$ cat src/rtl/bf16_addsub_seq.sv
// Multi-cycle bfloat16 add/subtract: one operation walks ALIGN, ADD, NORM and ROUND on a shared datapath.
// Define BF16_RNE_EN for round-to-nearest-even; without it the result is truncated.
module bf16_addsub_seq (
   input  logic        clk,
   input  logic        rst,
   input  logic        in_valid,
   output logic        in_ready,
   input  logic [15:0] in_a,
   input  logic [15:0] in_b,
   input  logic        in_op,
   output logic        out_valid,
   input  logic        out_ready,
   output logic [15:0] out_result,
   output logic        out_zero,
   output logic        out_ovf,
   output logic        busy
);
   typedef enum logic [2:0] {IDLE, ALIGN, ADD, NORM, ROUND, DONE} state_t;

   state_t      state_q, state_d;
   logic [15:0] a_q, a_d, b_q, b_d;
   logic        op_q, op_d;
   logic        sign_q, sign_d;
   logic        sub_q, sub_d;
   logic        bz_q, bz_d;
   logic        zero_q, zero_d;
   logic [8:0]  exp_q, exp_d;
   logic [10:0] lg_q, lg_d, sm_q, sm_d;
   logic [11:0] sum_q, sum_d;
   logic [15:0] res_q, res_d;
   logic        rzero_q, rzero_d;
   logic        ovf_q, ovf_d;

   logic        eb_s, eff_sub, a_nan, b_nan, a_inf, b_inf, a_big;
   logic [10:0] a_x, b_x, s_x, s_al;
   logic [7:0]  diff;
   logic [3:0]  d_sh;
   logic [21:0] sh;
   logic        inc;
   logic [7:0]  frac_sum;
   logic [8:0]  exp_r;

   assign eb_s    = b_q[15] ^ op_q;
   assign eff_sub = a_q[15] ^ eb_s;
   assign a_nan   = (&a_q[14:7]) & (|a_q[6:0]);
   assign b_nan   = (&b_q[14:7]) & (|b_q[6:0]);
   assign a_inf   = (&a_q[14:7]) & ~(|a_q[6:0]);
   assign b_inf   = (&b_q[14:7]) & ~(|b_q[6:0]);
   assign a_big   = (a_q[14:0] >= b_q[14:0]);
   assign a_x     = (a_q[14:7] != 8'd0) ? {1'b1, a_q[6:0], 3'b000} : 11'd0;
   assign b_x     = (b_q[14:7] != 8'd0) ? {1'b1, b_q[6:0], 3'b000} : 11'd0;
   assign diff    = a_big ? (a_q[14:7] - b_q[14:7]) : (b_q[14:7] - a_q[14:7]);
   assign d_sh    = (diff > 8'd11) ? 4'd11 : diff[3:0];
   assign s_x     = a_big ? b_x : a_x;
   // Everything pushed below bit 0 of the aligned operand collapses into the sticky bit.
   assign sh      = {s_x, 11'd0} >> d_sh;
   assign s_al    = {sh[21:12], sh[11] | (|sh[10:0])};

`ifdef BF16_RNE_EN
   assign inc = sum_q[2] & (sum_q[1] | sum_q[0] | sum_q[3]);
`else
   assign inc = 1'b0;
`endif
   // Hidden bit is always 1 here, so a carry out of the fraction means 1.111..1 rolled over.
   assign frac_sum = {1'b0, sum_q[9:3]} + {7'd0, inc};
   assign exp_r    = exp_q + {8'd0, frac_sum[7]};

   always_comb begin
      // NOTE: every next-state value starts as its current value, so no branch can infer a latch.
      state_d = state_q;
      a_d = a_q;  b_d = b_q;  op_d = op_q;
      sign_d = sign_q;  sub_d = sub_q;  bz_d = bz_q;  zero_d = zero_q;
      exp_d = exp_q;  lg_d = lg_q;  sm_d = sm_q;  sum_d = sum_q;
      res_d = res_q;  rzero_d = rzero_q;  ovf_d = ovf_q;
      unique case (state_q)
         IDLE: if (in_valid) begin
            a_d = in_a;  b_d = in_b;  op_d = in_op;
            state_d = ALIGN;
         end
         ALIGN: begin
            sub_d   = eff_sub;
            sign_d  = a_big ? a_q[15] : eb_s;
            exp_d   = {1'b0, a_big ? a_q[14:7] : b_q[14:7]};
            lg_d    = a_big ? a_x : b_x;
            sm_d    = s_al;
            bz_d    = (a_q[14:7] == 8'd0) && (b_q[14:7] == 8'd0);
            zero_d  = 1'b0;
            state_d = ADD;
            if (a_nan || b_nan || (a_inf && b_inf && eff_sub)) begin
               res_d = 16'h7FC0;  rzero_d = 1'b0;  ovf_d = 1'b0;  state_d = DONE;
            end else if (a_inf) begin
               res_d = {a_q[15], 15'h7F80};  rzero_d = 1'b0;  ovf_d = 1'b0;  state_d = DONE;
            end else if (b_inf) begin
               res_d = {eb_s, 15'h7F80};  rzero_d = 1'b0;  ovf_d = 1'b0;  state_d = DONE;
            end
         end
         ADD: begin
            sum_d   = sub_q ? ({1'b0, lg_q} - {1'b0, sm_q}) : ({1'b0, lg_q} + {1'b0, sm_q});
            state_d = NORM;
         end
         NORM: begin
            if (sum_q[11]) begin
               sum_d   = {1'b0, sum_q[11:2], |sum_q[1:0]};
               exp_d   = exp_q + 9'd1;
               state_d = ROUND;
            end else if (sum_q == 12'd0) begin
               zero_d  = 1'b1;
               state_d = ROUND;
            end else if (sum_q[10]) begin
               state_d = ROUND;
            end else if (exp_q == 9'd1) begin
               zero_d  = 1'b1;
               bz_d    = 1'b0;
               state_d = ROUND;
            end else begin
               sum_d = {1'b0, sum_q[9:0], 1'b0};
               exp_d = exp_q - 9'd1;
            end
         end
         ROUND: begin
            rzero_d = 1'b0;
            ovf_d   = 1'b0;
            state_d = DONE;
            if (zero_q) begin
               // Only a pair of zero operands keeps a sign; cancellation and flush give +0.
               res_d   = {bz_q & a_q[15] & eb_s, 15'd0};
               rzero_d = 1'b1;
            end else if (exp_r >= 9'd255) begin
               res_d = {sign_q, 15'h7F80};
               ovf_d = 1'b1;
            end else begin
               res_d = {sign_q, exp_r[7:0], frac_sum[6:0]};
            end
         end
         DONE: if (out_ready) state_d = IDLE;
         default: state_d = IDLE;
      endcase
   end

   // NOTE: non-blocking assignments so every register samples the values from before the edge.
   always_ff @(posedge clk) begin
      if (rst) begin
         state_q <= IDLE;
         res_q   <= 16'h0000;
         rzero_q <= 1'b0;
         ovf_q   <= 1'b0;
      end else begin
         state_q <= state_d;
         res_q   <= res_d;
         rzero_q <= rzero_d;
         ovf_q   <= ovf_d;
      end
   end

   // NOTE: datapath registers carry no reset; each is written on the way to the state that reads it.
   always_ff @(posedge clk) begin
      a_q <= a_d;  b_q <= b_d;  op_q <= op_d;
      sign_q <= sign_d;  sub_q <= sub_d;  bz_q <= bz_d;  zero_q <= zero_d;
      exp_q <= exp_d;  lg_q <= lg_d;  sm_q <= sm_d;  sum_q <= sum_d;
   end

   assign in_ready   = (state_q == IDLE);
   assign busy       = (state_q != IDLE);
   assign out_valid  = (state_q == DONE);
   assign out_result = res_q;
   assign out_zero   = rzero_q;
   assign out_ovf    = ovf_q;
endmodule

$ cat config.mk
export PLATFORM = sky130hd
export DESIGN_NAME = bf16_addsub_seq
export DESIGN_NICKNAME = d
export VERILOG_FILES = /design/src/rtl/bf16_addsub_seq.sv
export SDC_FILE = /design/constraint.sdc
export NUM_CORES = 1
export LEC_CHECK = 0
export ABC_AREA = 1
export BUFFER_PORTS_ARGS = -buffer_cell sky130_fd_sc_hd__buf_4
export CORE_ASPECT_RATIO = 1.2
export CORE_MARGIN = 8
export CORE_UTILIZATION = 50
export CTS_BUF_LIST = sky130_fd_sc_hd__clkbuf_2 sky130_fd_sc_hd__clkbuf_4 sky130_fd_sc_hd__clkbuf_8
export CTS_CLUSTER_DIAMETER = 100
export DETAILED_ROUTE_END_ITERATION = 16
export GPL_TIMING_DRIVEN = 0
export PLACE_DENSITY = 0.76
export SLEW_MARGIN = 20
export SYNTH_ARGS = -nofsm -noshare
export SYNTH_HDL_FRONTEND = slang
export SYNTH_SLANG_ARGS = --single-unit
$ cat constraint.sdc
create_clock -name clk -period 6 [get_ports clk]
set_input_delay 0.3 -clock clk [delete_from_list [all_inputs] [get_ports clk]]
set_output_delay 0.3 -clock clk [all_outputs]
set_load 0.05 [all_outputs]
-- Word level (Yosys, flattened, before mapping)
Index checks and enable logic that the tools add are counted.
- output and inout port bits: 21
- bits of input ports: 37
- bits in registers: 101
- reductions and logical operators: 29
- shift operators: 1
- muxes and demuxes: 53
- bitwise gates (word level): 11
- add/subtract/negate cells: 6
- equal/unequal tests: 19
- magnitude comparators: 3
- operators by type and width (kind ; count):
    11-bit two-way mux ; 8
    16-bit two-way mux ; 4
    9-bit two-way mux ; 4
    16-bit case mux with 2 select lines ; 1
    3-bit two-way mux ; 9
    12-bit case mux with 2 select lines ; 1
    22-bit by 4-bit >> shifter with 22-bit output ; 1
    3-bit case mux with 6 select lines ; 1
    9-bit case mux with 2 select lines ; 1
    8-bit zero test ; 2
    8-bit two-way mux ; 2
    8-bit AND reduction ; 2
    8-bit nonzero test ; 2
    8-bit subtractor ; 2
    15-bit >= comparator ; 1
    1-bit two-way mux ; 15
    15-bit two-way mux ; 1
    3-bit inequality test (second input constant) ; 5
    7-bit OR reduction ; 2
    11-bit by 11-bit adder with 12-bit output ; 1
    12-bit zero test ; 1
    12-bit two-way mux ; 1
    4-bit AND reduction ; 3
    11-bit by 11-bit subtractor with 12-bit output ; 1
    28 further kinds ; 51

-- Logic depth before layout (Yosys ltp)
- depth in word-level cells: 8
- mapped depth: 24
- mapped depth without buffers: 23

-- Worst setup path after synthesis
Ideal clock, no wire load.
- kind: reg2reg
- from: register state_q[1]
- to: register a_q[0], enable pin
- setup time: 423 ps
- cell stages (with the launch flop): 6
- path slack: 2379 ps
- arrival: 3198 ps
- buffers on the path: 0
- path through: dfxtp_1 nor2_1 inv_1 nor2_1 inv_1 nor2_1
- word-level cells in the longest chain between the ends: 2
- ends and longest elaborated chain (what ; RTL line ; RTL):
    from (decl) ; 20 ; state_t state_q, state_d;
    from (signal assigned) ; 148 ; state_q <= state_d;
    3-bit zero test ; -- ;
    named net in_ready ; 7 ; output logic in_ready,
    2-bit AND reduction (no source line) ; -- ;
    to (signal assigned) ; 157 ; a_q <= a_d; b_q <= b_d; op_q <= op_d;
    to (decl) ; 21 ; logic [15:0] a_q, a_d, b_q, b_d;
The timed path passes the listed nets, and every way through them passes these cells.
A chain may end at the register's enable or synchronous reset.

-- Final worst setup path
- from: register b_q[7]
- to: register sm_q[0], data pin
- word-level cells in the longest chain between the ends: 7
- ends and longest elaborated chain (what ; RTL line ; RTL):
    from (decl) ; 21 ;
    from (signal assigned) ; 157 ;
    15-bit >= comparator or 8-bit subtractor (tied branches) ; 49, 52 ;
    8-bit two-way mux ; 52 ; assign diff = a_big ? (a_q[14:7] - b_q[14:7]) : (b_q[14:7] - a_q[14:7]);
    8-bit by 4-bit > comparator with 1-bit output ; 53 ; assign d_sh = (diff > 8'd11) ? 4'd11 : diff[3:0];
    4-bit two-way mux ; 53 ;
    22-bit by 4-bit >> shifter with 22-bit output (*) ; 56 ; assign sh = {s_x, 11'd0} >> d_sh;
    11-bit OR reduction ; 57 ; assign s_al = {sh[21:12], sh[11] | (|sh[10:0])};
    1-bit bitwise OR (*) ; 57 ;
    named net s_al[0] ; 35 ; logic [10:0] a_x, b_x, s_x, s_al;
    to (signal assigned) ; 159 ; exp_q <= exp_d; lg_q <= lg_d; sm_q <= sm_d; sum_q <= sum_d;
    to (decl) ; 28 ; logic [10:0] lg_q, lg_d, sm_q, sm_d;
Mark *: on every way through the listed nets, which the timed path passes. The rest lies on a longest branch.

==> summary.txt <==
Syn Area/Cell: 7.84 um2
Residual DRC: 0
Layout area overhead: 13.9%
die footprint: 17100 um2
synthesized area: 6600 um2
drt pass-1 iters: 5
vias in the first global route: 5462
CTS Buf Count: 9
Detailed Place HPWL: 12200 um
Buf/Inv on CP: 4
hold path startpoint: rst
max_cap viols: 0
core area: 13100 um2
area of the multi-input gates: 3260 um2
Rows: 46
RSZ-0062 raised after global routing: no
Worst-path clk slew: 100 ps
Worst Hold Depth: 2
Port Buffers: 57
LEAKAGE: 0.00340 uW
RR Startpoint: b_q[7]
hold endpoint: state_q[1]
Worst VDD drop: 0.153 mV
crit start category: flop
Design Power: 2380 uW
hold_buf cts: 0
CTS Root Cell: clkbuf_8
DRT iter0 DRCs: 386
Initial Utilization: 50.5%
worst r2r path cells: 20
antenna violations before repair: 0
HP Class: input port to flop
Die Wd: 121 um
outcome: complete, no violations
Reg2Reg Setup Slack: 2680 ps
Fmax: 302 MHz
setup_tns: 0 ps
final core utilization: 57.5%
Critical Path Stages: 20
clk_lat worst skew: 380 ps
dpl ws: 2730 ps
GRT Util Overall: 18.0%
Worst Path Arrival: 3450 ps
sequential area share after synthesis: 41.4%
WS Path Type: flop to flop
Critical Path Fanout Max: 9
Slew HR: 31.1%
CP endpoint kind: flop
Fill cells: 1214
Tcrit/Tclk final: 55.3%
Least-Margin Pin Slew: 1030 ps
Setup violations, final: 0
postcts setup bufs: 0
Routed Antenna Nets: 0
CP max-delay cell: edfxtp_1
largest net degree at the start of global routing: 18
CTS tree: built
PwrDens: 316 nW/um2
total wire length: 15000 um
WL per Instance: 13.8 um
worst-path cell chain: inv_1, ha_1, inv_1, fa_1, inv_1, nor2_1, o21ai_0, a21oi_1, nor2_1, nand3_1, nand2_4, nand2_4, nor2_8, inv_2, nand3_1, nand2_1, nor2_1, nand2_1, a21oi_1, nand2_1
YS warnings: 0
antenna fix cells: 0
Clock Sinks: 98
share of layout cells above drive strength 1: 12.8%
chip height: 142 um
Max stage delay on crit path: 450 ps
Cell variety after synth: 50
final setup margin: 2680 ps
Max Slew Vio Count: 0
syn nets: 916
total congestion overflow: 0
DR vias/cell: 5.29
delay-heaviest family, CP: simple AND/OR/NAND/NOR gates
CP required: 6130 ps
CTS Buffer Depth: 2
GPL Wtd Cong: 0.895
I/O pins: 58
first-pass GRT wire length: 25000 um
fin nets: 987
RR Endpoint: sm_q[0]
minimum clock period: 3320 ps
cells after synthesis: 841
Seq cells post-synth: 98
post-CTS sizing: 0
Fin Clk Skew: 12.4 ps
endpoints failing hold: 0
Storage cell area: 2730 um2
vias: 5742
H-tree levels: 3
-- kinds of logic (layout without fill, tap and decap cells) --
| group | after synthesis | count (layout) | share of synthesized area, % |
|---|---|---|---|
| xor+xnor | 18 | 18 | 2.39 |
| simple gates | 394 | 394 | 27.0 |
| mux | 1 | 1 | 0.152 |
| buf+inv | 155 | 231 | 9.46 |
| compound gates | 137 | 137 | 12.2 |
| fa+ha+maj | 38 | 38 | 7.44 |
| flops | 98 | 98 | 41.4 |
-- layer usage --
metal / part of all wire, % / wire, um / GRT usage (%)
met1: 43 / 6520 / 20.9
met2: 49 / 7390 / 31.7
met3: 4.8 / 725 / 3.26
met4: 2.4 / 361 / 7.64
met5: 0 / 0 / 0
-- where the power goes --
part	switching [uW]	internal [uW]	total [uW]
logic	619	329	948
clock network	227	243	471
registers	75.6	881	957
-- sequential cells by signal (all words and copies together), names as in the netlist --
register	cells
a_q	16
b_q	16
bz_q	1
exp_q	9
lg_q	8
op_q	1
out_ovf	1
out_result	16
out_zero	1
sign_q	1
sm_q	11
state_q	3
sub_q	1
sum_q	12
zero_q	1
-- how the worst max path moves through the flow --
stage	slack [ps]	end	startpoint
floorplan	2380	a_q[0]	state_q[1]
global placement	1950	exp_q[8]	state_q[0]
detailed placement	2730	sm_q[0]	b_q[7]
CTS	2700	sm_q[0]	b_q[7]
global route	2430	sm_q[0]	a_q[8]
finish	2680	sm_q[0]	b_q[7]
-- worst register-to-register path, delay by kind of cell (launching register included) --
kind            cells  cell delay (ps)
fa+ha+maj           2              560
buf+inv             4              400
simple gates       11             1180
compound gates      3              460
flops               1              450
-- area by class of cell --
type                            count  area share [%]
Sequential cell                    98            36.4
Inverter                          138            6.91
Buffer                             17            1.40
Timing Repair Buffer               60            6.26
Multi-Input combinational cell    588            43.4
Clock buffer                       11            1.85
Tap cell                          168            2.80
Clock inverter                      5            1.07
-- cells in the final DEF (no fill, tap or decap), drive strengths merged, types with 3 or more instances in the layout --
cell    synthesis  final
nor2           87     87
dfxtp          21     21
clkbuf          7     18
nor4           10     10
edfxtp         77     77
clkinv          2      3
o22ai           6      6
a21oi          42     42
nand2         205    205
a211oi         11     11
nand3          52     52
xor2           16     16
inv           136    136
buf            10     70
o211ai         10     10
nor3           15     15
a31oi           6      6
nand4          21     21
ha             36     36
o21ai          48     48
-- metrics by stage --
step                std cells  cell area [um2]  hold slack [ps]
floorplan                 841             6600              369
global placement         1066             7230              452
detailed placement       1069             7290              454
CTS                      1085             7510             69.9
global route             1085             7510             73.1
finish                   1085             7510             87.7
-- synthesized netlist by cell type (all sizes together) --
master | number | area, um2
ha | 36 | 450
xor2 | 16 | 140
a31oi | 6 | 37.5
o221ai | 1 | 8.76
inv | 136 | 510
o2111ai | 2 | 17.5
fa | 2 | 40.0
clkinv | 2 | 8.75
o31ai | 1 | 7.51
a32o | 1 | 10.0
clkbuf | 7 | 26.3
dfxtp | 21 | 420
a21boi | 2 | 15.0
nand4 | 21 | 131
nor4 | 10 | 62.6
a21oi | 42 | 214
nor3b | 1 | 7.51
o21bai | 2 | 15.0
mux2i | 1 | 10.0
nor3 | 15 | 75.1
o311ai | 2 | 17.5
nor2 | 87 | 353
o22ai | 6 | 37.5
nand2 | 205 | 832
a22oi | 1 | 7.51
or2 | 1 | 6.26
o211ai | 10 | 75.1
xnor2 | 2 | 17.5
edfxtp | 77 | 2310
o32ai | 1 | 8.76
nand3b | 2 | 15.0
a41oi | 1 | 8.76
o21ai | 48 | 240
nand3 | 52 | 295
a211oi | 11 | 82.6
buf | 10 | 78.8
(Power assumes the default switching activity.)
